--- src/rtl/audio_envelope_pwm.sv ---
// audio_envelope_pwm: ADSR envelope and master volume applied to a square tone, driven out through a PWM DAC.
// Ports: clk, rst_n (async active-low); tone_in (async square tone), note_on (note strobe), silent (rest level),
// volume (master volume); AUD_PWM (PWM audio), AUD_SD (amp enable), env_level (envelope), busy (not IDLE).
// Optional: define AUD_SHUTDOWN_EN to drive AUD_SD from the FSM; otherwise AUD_SD is tied high.
module audio_envelope_pwm #(
  parameter int PWM_BITS     = 8,
  parameter int ENV_STEP_DIV = 100000,
  parameter int ATTACK_STEP  = 32,
  parameter int DECAY_STEP   = 4,
  parameter int SUSTAIN_LVL  = 128,
  parameter int RELEASE_STEP = 8
) (
  input  logic                clk,
  input  logic                rst_n,
  input  logic                tone_in,
  input  logic                note_on,
  input  logic                silent,
  input  logic [PWM_BITS-1:0] volume,
  output logic                AUD_PWM,
  output logic                AUD_SD,
  output logic [PWM_BITS-1:0] env_level,
  output logic                busy
);
  localparam logic [2:0] IDLE = 3'd0, ATTACK = 3'd1, DECAY = 3'd2, SUSTAIN = 3'd3, RELEASE = 3'd4;
  localparam int PW = ENV_STEP_DIV > 1 ? $clog2(ENV_STEP_DIV) : 1;
  localparam logic [PWM_BITS-1:0] MAX = '1;
  logic [PW-1:0] pre;
  logic tick, active, tone_s1, tone_s2;
  logic [2:0] state, state_nx;
  logic [PWM_BITS:0] up;
  logic [PWM_BITS-1:0] a_lvl, d_lvl, r_lvl, lvl_nx, amp, sample, pwm_cnt, sample_lat;
  logic [2*PWM_BITS-1:0] prod;
  assign tick = pre == PW'(ENV_STEP_DIV - 1);
  assign active = state == ATTACK || state == DECAY || state == SUSTAIN;
  // Attack sum is one bit wider so the overflow past full scale can be clamped.
  assign up = {1'b0, env_level} + (PWM_BITS+1)'(ATTACK_STEP);
  assign a_lvl = up > {1'b0, MAX} ? MAX : up[PWM_BITS-1:0];
  assign d_lvl = {1'b0, env_level} <= (PWM_BITS+1)'(SUSTAIN_LVL + DECAY_STEP) ? PWM_BITS'(SUSTAIN_LVL)
                                                                               : env_level - PWM_BITS'(DECAY_STEP);
  assign r_lvl = env_level <= PWM_BITS'(RELEASE_STEP) ? '0 : env_level - PWM_BITS'(RELEASE_STEP);
  always_comb begin
    lvl_nx = !tick             ? env_level :
             state == ATTACK   ? a_lvl :
             state == DECAY    ? d_lvl :
             state == RELEASE  ? r_lvl :
             state == SUSTAIN  ? env_level : '0;
    // silent suppresses a coincident note_on; otherwise note_on retriggers from any state at the current level.
    state_nx = silent && active                                   ? RELEASE :
               note_on && !silent                                 ? ATTACK :
               !tick                                              ? state :
               state == ATTACK && a_lvl == MAX                    ? DECAY :
               state == DECAY && d_lvl == PWM_BITS'(SUSTAIN_LVL)  ? SUSTAIN :
               state == RELEASE && r_lvl == '0                    ? IDLE : state;
  end
  assign prod = {{PWM_BITS{1'b0}}, env_level} * {{PWM_BITS{1'b0}}, volume};
  assign amp = prod[2*PWM_BITS-1:PWM_BITS];
  assign sample = tone_s2 ? amp : '0;
  always_ff @(posedge clk or negedge rst_n) begin
    if (!rst_n) begin
      pre        <= '0;
      state      <= IDLE;
      env_level  <= '0;
      busy       <= 1'b0;
      tone_s1    <= 1'b0;
      tone_s2    <= 1'b0;
      pwm_cnt    <= '0;
      sample_lat <= '0;
      AUD_PWM    <= 1'b0;
    end else begin
      pre        <= tick ? '0 : pre + PW'(1);
      state      <= state_nx;
      env_level  <= lvl_nx;
      busy       <= state_nx != IDLE;
      tone_s1    <= tone_in;
      tone_s2    <= tone_s1;
      pwm_cnt    <= pwm_cnt + PWM_BITS'(1);
      // Sample only at the frame boundary so every PWM frame has a single stable duty.
      sample_lat <= pwm_cnt == MAX ? sample : sample_lat;
      AUD_PWM    <= pwm_cnt < sample_lat;
    end
  end
`ifdef AUD_SHUTDOWN_EN
  always_ff @(posedge clk or negedge rst_n) begin
    if (!rst_n) AUD_SD <= 1'b0;
    else AUD_SD <= state != IDLE;
  end
`else
  assign AUD_SD = 1'b1;
`endif
endmodule

--- config.mk ---
export PLATFORM = sky130hd
export DESIGN_NAME = audio_envelope_pwm
export DESIGN_NICKNAME = d
export VERILOG_FILES = /design/src/rtl/audio_envelope_pwm.sv
export SDC_FILE = /design/constraint.sdc
export NUM_CORES = 1
export LEC_CHECK = 0
export BUFFER_PORTS_ARGS = -buffer_cell sky130_fd_sc_hd__buf_4
export CAP_MARGIN = 20
export CELL_PAD_IN_SITES_DETAIL_PLACEMENT = 0
export CELL_PAD_IN_SITES_GLOBAL_PLACEMENT = 1
export CORE_MARGIN = 10
export CORE_UTILIZATION = 53
export DETAILED_ROUTE_END_ITERATION = 10
export PLACE_DENSITY_LB_ADDON = 0.1
export REMOVE_ABC_BUFFERS = 1
export SLEW_MARGIN = 15
export SYNTH_ARGS = -nofsm -noshare
export SYNTH_HDL_FRONTEND = slang
export SYNTH_SLANG_ARGS = --single-unit
--- constraint.sdc ---
create_clock -name clk -period 9.8 [get_ports clk]
set_clock_uncertainty 0.15 [all_clocks]
set_input_delay 1.96 -clock clk [delete_from_list [all_inputs] [get_ports clk]]
set_output_delay 1.96 -clock clk [all_outputs]
set_load 0.02 [all_outputs]
Yosys cells after proc, flatten, opt, wreduce, memory -nomap -nowiden --
Index checks and enable logic that the tools add are counted.
Word-level totals: register bits 48, input bits 13, logic and storage cells 54
Cells by class: add/subtract/negate cells 5, $mul 1, $lt $le $gt $ge 4, equal/unequal tests 9, muxes and demuxes 15, reductions and logical operators 11
Operators with widths (count):
- 8-bit 2-to-1 mux | 8
- 8-bit equality test, second input constant | 3
- 3-bit 2-to-1 mux | 6
- 17-bit by 1-bit adder with 17-bit output, second input constant | 1
- 17-bit equality test, second input constant | 1
- 17-bit 2-to-1 mux | 1
- 8-bit by 8-bit multiplier with 16-bit output | 1
- 8-bit by 6-bit adder with 9-bit output, second input constant | 1
- 9-bit by 8-bit > comparator with 1-bit output, second input constant | 1
- 8-bit by 1-bit adder with 8-bit output, second input constant | 1
- 8-bit by 4-bit less-or-equal comparator with 1-bit output, second input constant | 1
- 8-bit less-or-equal comparator, second input constant | 1
- 8-bit logical NOT | 1
- 8-bit less-than comparator | 1
- 8-bit by 3-bit subtractor with 8-bit output, second input constant | 1
- 8-bit by 4-bit subtractor with 8-bit output, second input constant | 1
- 3-bit by 2-bit equality test with 1-bit output, second input constant | 2
- 1-bit logical AND | 5
- 4-bit inequality test, second input constant | 1
- 3-bit by 1-bit equality test with 1-bit output, second input constant | 1
- 3-bit equality test, second input constant | 1
- 3-bit nonzero test | 1
- 1-bit logical OR | 2
- 2-bit AND reduction | 1
- 1-bit logical NOT | 1

Depth between registers and ports, before layout --
word-level depth 11, depth in mapped cells 17, mapped depth without buffers 16

Worst setup path before layout --
No wires, ideal clock.
kind input -> register, from in volume[7], to reg sample_lat[6], data arrival time 5.665 ns, required time 9.512 ns, slack 3.848 ns, stages on the path 14, path buffers 0, cell sequence and2_1 -> fa_1 -> fa_1 -> fa_1 -> inv_1 -> fa_1 -> inv_1 -> ha_1 -> a21oi_1 -> o21a_1 -> o21ai_0 -> a311oi_1 -> xor2_1 -> o22ai_1
On the way: longest elaborated chain between the ends 2
Ends and longest elaborated chain:
- start: declaration | RTL line 18 | input logic [PWM_BITS-1:0] volume,
- 8-bit by 8-bit multiplier with 16-bit output | RTL line 55 | assign prod = {{PWM_BITS{1'b0}}, env_level} * {{PWM_BITS{1'b0}}, volume};
- 8-bit 2-to-1 mux | RTL line 57 | assign sample = tone_s2 ? amp : '0;
- end signal: assignment | RTL line 78 | sample_lat <= pwm_cnt == MAX ? sample : sample_lat;
- end: declaration | RTL line 31 | logic [PWM_BITS-1:0] a_lvl, d_lvl, r_lvl, lvl_nx, amp, sample, pwm_cnt, sample_lat;
Every way passes these cells. A chain may end at the register's enable or synchronous reset.

Worst setup path in the final report --
Ends and elaborated chain as after synthesis.

==> results.toml <==
[worst_setup_path]
start_kind = "input pin"
regToRegSetupSlack_ns = 4.83
cp.required_ns = 9.83
rr_startpoint = "env_level[5]$_DFFE_PN0P_"
reg2reg_depth = 14
crit_path_end_kind = "flop"
cp.arrival_ns = 6.03
path_class = "input pin to flop"
r2r_end = "sample_lat[6]$_DFFE_PN0N_"
path_max_fanout = 8

[floorplan]
die_w_microns = 113
ioPinCount = 24
die_y_microns = 113
die_area_sq_um = 12800
fp-row-count = 33
initial_utilization_pct = 55.2
coreArea_sq_um = 8300

[detailed_routing]
wl_per_cell_microns = 15.2
num_vias = 3415
viasPerCell = 5.53
drcViolationCount = 0
drt_iter0_markers = 218
drtPass1Iterations = 4
routed_wl_mm = 9.39
drtAntennaViolNets = 0

[timing]
setup_tns_ns = 0
fmax_mhz = 167
finalCritPeriodShare_pct = 61.2
hold_viol_final = 0
tightest_slew_ns = 0.708
setup_viol = 0
setup_slack_ns = 3.80
max_slew_margin_pct = 52.8
drv_slew = 0
rsz0062_at_grt = "no"
fin_crit_ns = 6.00

[clock_tree]
clkSinkCount = 48
htreeDepth = 2
clkTransAtPathRegs_ns = 0.09
post-cts-setup-buffers = 0
postCtsHoldBufs = 0
ctsResizeCount = 0
cts_buffers = 5
cts_tree = "built"
root_buffer = "clkbuf_8"
clockBufferDepth = 2
clock_latency_ns = 0.31

[grt]
track_usage_pct = 15.2
grt_pass1_wl_mm = 16.4
grt_max_degree = 49
grt_pass1_vias = 3318
antenna_found_initial = 0
overflow = 0

[power]
leakage_uw = 0.00256
power.density_nw_per_um2 = 74.4
peakVddDrop_uv = 69.5
power_uw = 366

[final_layout]
drive_above_1_share_pct = 8.01
layout.nets = 611
multi_input_area_sq_um = 3110
final_cell_mix = "inv_1, ha_1, and2_1"
nFillCells = 768
syn2layout_area_growth_pct = 7.48
seqCellArea_sq_um = 1200
final_common_cell = "inv_1"
n_antenna_cell = 0

[worst_hold_path]
min-delay-start = "tone_s1$_DFF_PN0_"
hold_class = "flop to flop"
hold_end = "tone_s2$_DFF_PN0_"
hold_path_depth = 0

[yosys]
ys_seq_area_share_pct = 26.2
async_flop_share_pct = 100
yosys.area_share.simple_pct = 21.3
synth_cell_types = 54
syn_area_sq_um = 4580
synth_fa_ha_area_share_pct = 29.5
synth_top_family_by_area = "adder cells"
synth-seq-cells = 48
avgSynthCellArea_sq_um = 9.26
synth_cells = 495
synth_edf_count = 0
synthXorXnorAreaFrac_pct = 6.50
yosys_warnings = 0
synth_mux_area_share_pct = 0
ys.flop_type = "dfrtp_1"
synth-compound-area-share_pct = 10.5

[placed_design]
place.gp.congestion = 0.903
portBuffers = 22
dpl.hpwl_mm = 7.30
pre_cts_ws_ns = 3.47

[run_status]
outcome = "completed"

[flow_run]
maxCapViolations = 0
==> per-layer routing <==
metal	track usage [%]	routed length (microns)	vias to the layer above
met5	0	0	-
met2	23.2	4370	78
met1	22.0	4460	1648
met4	2.96	64	0
met3	2.69	502	5
li1	-	-	1684
==> critical path: stages <==
cell	delay [ns]
buf_4	0.14
and2_1	0.17
fa_1	0.51
fa_1	0.53
fa_1	0.55
inv_1	0.05
fa_1	0.52
inv_1	0.04
ha_1	0.34
a21oi_1	0.16
o21a_1	0.14
o21ai_0	0.17
a311oi_1	0.47
xor2_1	0.19
o22ai_1	0.08
==> synthesized netlist by cell type, types with 3 or more instances <==
| master | count | area, sq um |
|---|---|---|
| inv_1 | 57 | 214 |
| ha_1 | 52 | 651 |
| and2_1 | 49 | 307 |
| dfrtp_1 | 48 | 1200 |
| nand2_1 | 41 | 154 |
| fa_1 | 35 | 701 |
| nor2_1 | 26 | 97.6 |
| nand3_1 | 19 | 95.1 |
| o21ai_0 | 19 | 95.1 |
| xnor2_1 | 18 | 158 |
| xor2_1 | 16 | 140 |
| a21oi_1 | 14 | 70.1 |
| clkbuf_1 | 12 | 45.0 |
| nor3_1 | 8 | 40.0 |
| and3_1 | 6 | 37.5 |
| nand4_1 | 6 | 37.5 |
| a31oi_1 | 5 | 31.3 |
| o21a_1 | 5 | 37.5 |
| o22ai_1 | 5 | 31.3 |
| nor4_1 | 4 | 25.0 |
| and4_1 | 3 | 26.3 |
| nand4b_1 | 3 | 26.3 |
| nor2b_1 | 3 | 18.8 |
| nor3b_1 | 3 | 22.5 |
| o31ai_1 | 3 | 22.5 |
==> cell families (layout without fill, tap and decap cells) <==
logic type      after synthesis  after routing
simple gates                181            181
xor+xnor                     34             34
fa+ha+maj                    87             87
buf+inv                      71             88
compound gates               73             73
flops                        48             48
other cells                   1              1
==> stage by stage <==
stage               utilization, %  instances  cell area (sq um)  hold WS (ns)
floorplan                        -        481               4530         0.181
global placement              58.2        609               4830         0.183
detailed placement            58.2        609               4830         0.186
CTS                           59.4        617               4930         0.208
global route                  59.4        617               4930         0.212
finish                        59.4        617               4930         0.211
==> where the power goes <==
| part | switching (uW) | internal, uW | leakage, uW |
|---|---|---|---|
| clock | 70.7 | 57.8 | 0.0000516 |
| sequential | 5.92 | 201 | 0.000586 |
| combinational | 19.6 | 11.1 | 0.00192 |
==> registers in the layout (all words and copies together), names as in the netlist <==
register / flops
state: 3
tone_s2: 1
tone_s1: 1
pre: 17
busy: 1
env_level: 8
sample_lat: 8
AUD_PWM: 1
pwm_cnt: 8
==> cell type report <==
type	instances	area share, %
clock buffers	6	1.68
clock inverters	2	0.279
inverters	57	4.34
multi-input cells	376	63.1
flip-flops and latches	48	24.4
well taps	105	2.67
repair buffers	23	3.51
==> how the worst max path moves through the flow <==
stage / startpoint / end / slack, ns / cells past startpoint
after CTS: volume[7] / sample_lat[6]$_DFFE_PN0N_ / 3.80 / 15
after global placement: volume[7] / sample_lat[6]$_DFFE_PN0N_ / 3.55 / 15
after global routing: volume[7] / sample_lat[6]$_DFFE_PN0N_ / 3.57 / 15
after detailed placement: volume[7] / sample_lat[6]$_DFFE_PN0N_ / 3.47 / 15
final: volume[7] / sample_lat[6]$_DFFE_PN0N_ / 3.80 / 15
after floorplan: volume[7] / sample_lat[6]$_DFFE_PN0N_ / 3.85 / 14
No activity file was read; power rests on OpenSTA's default activity.
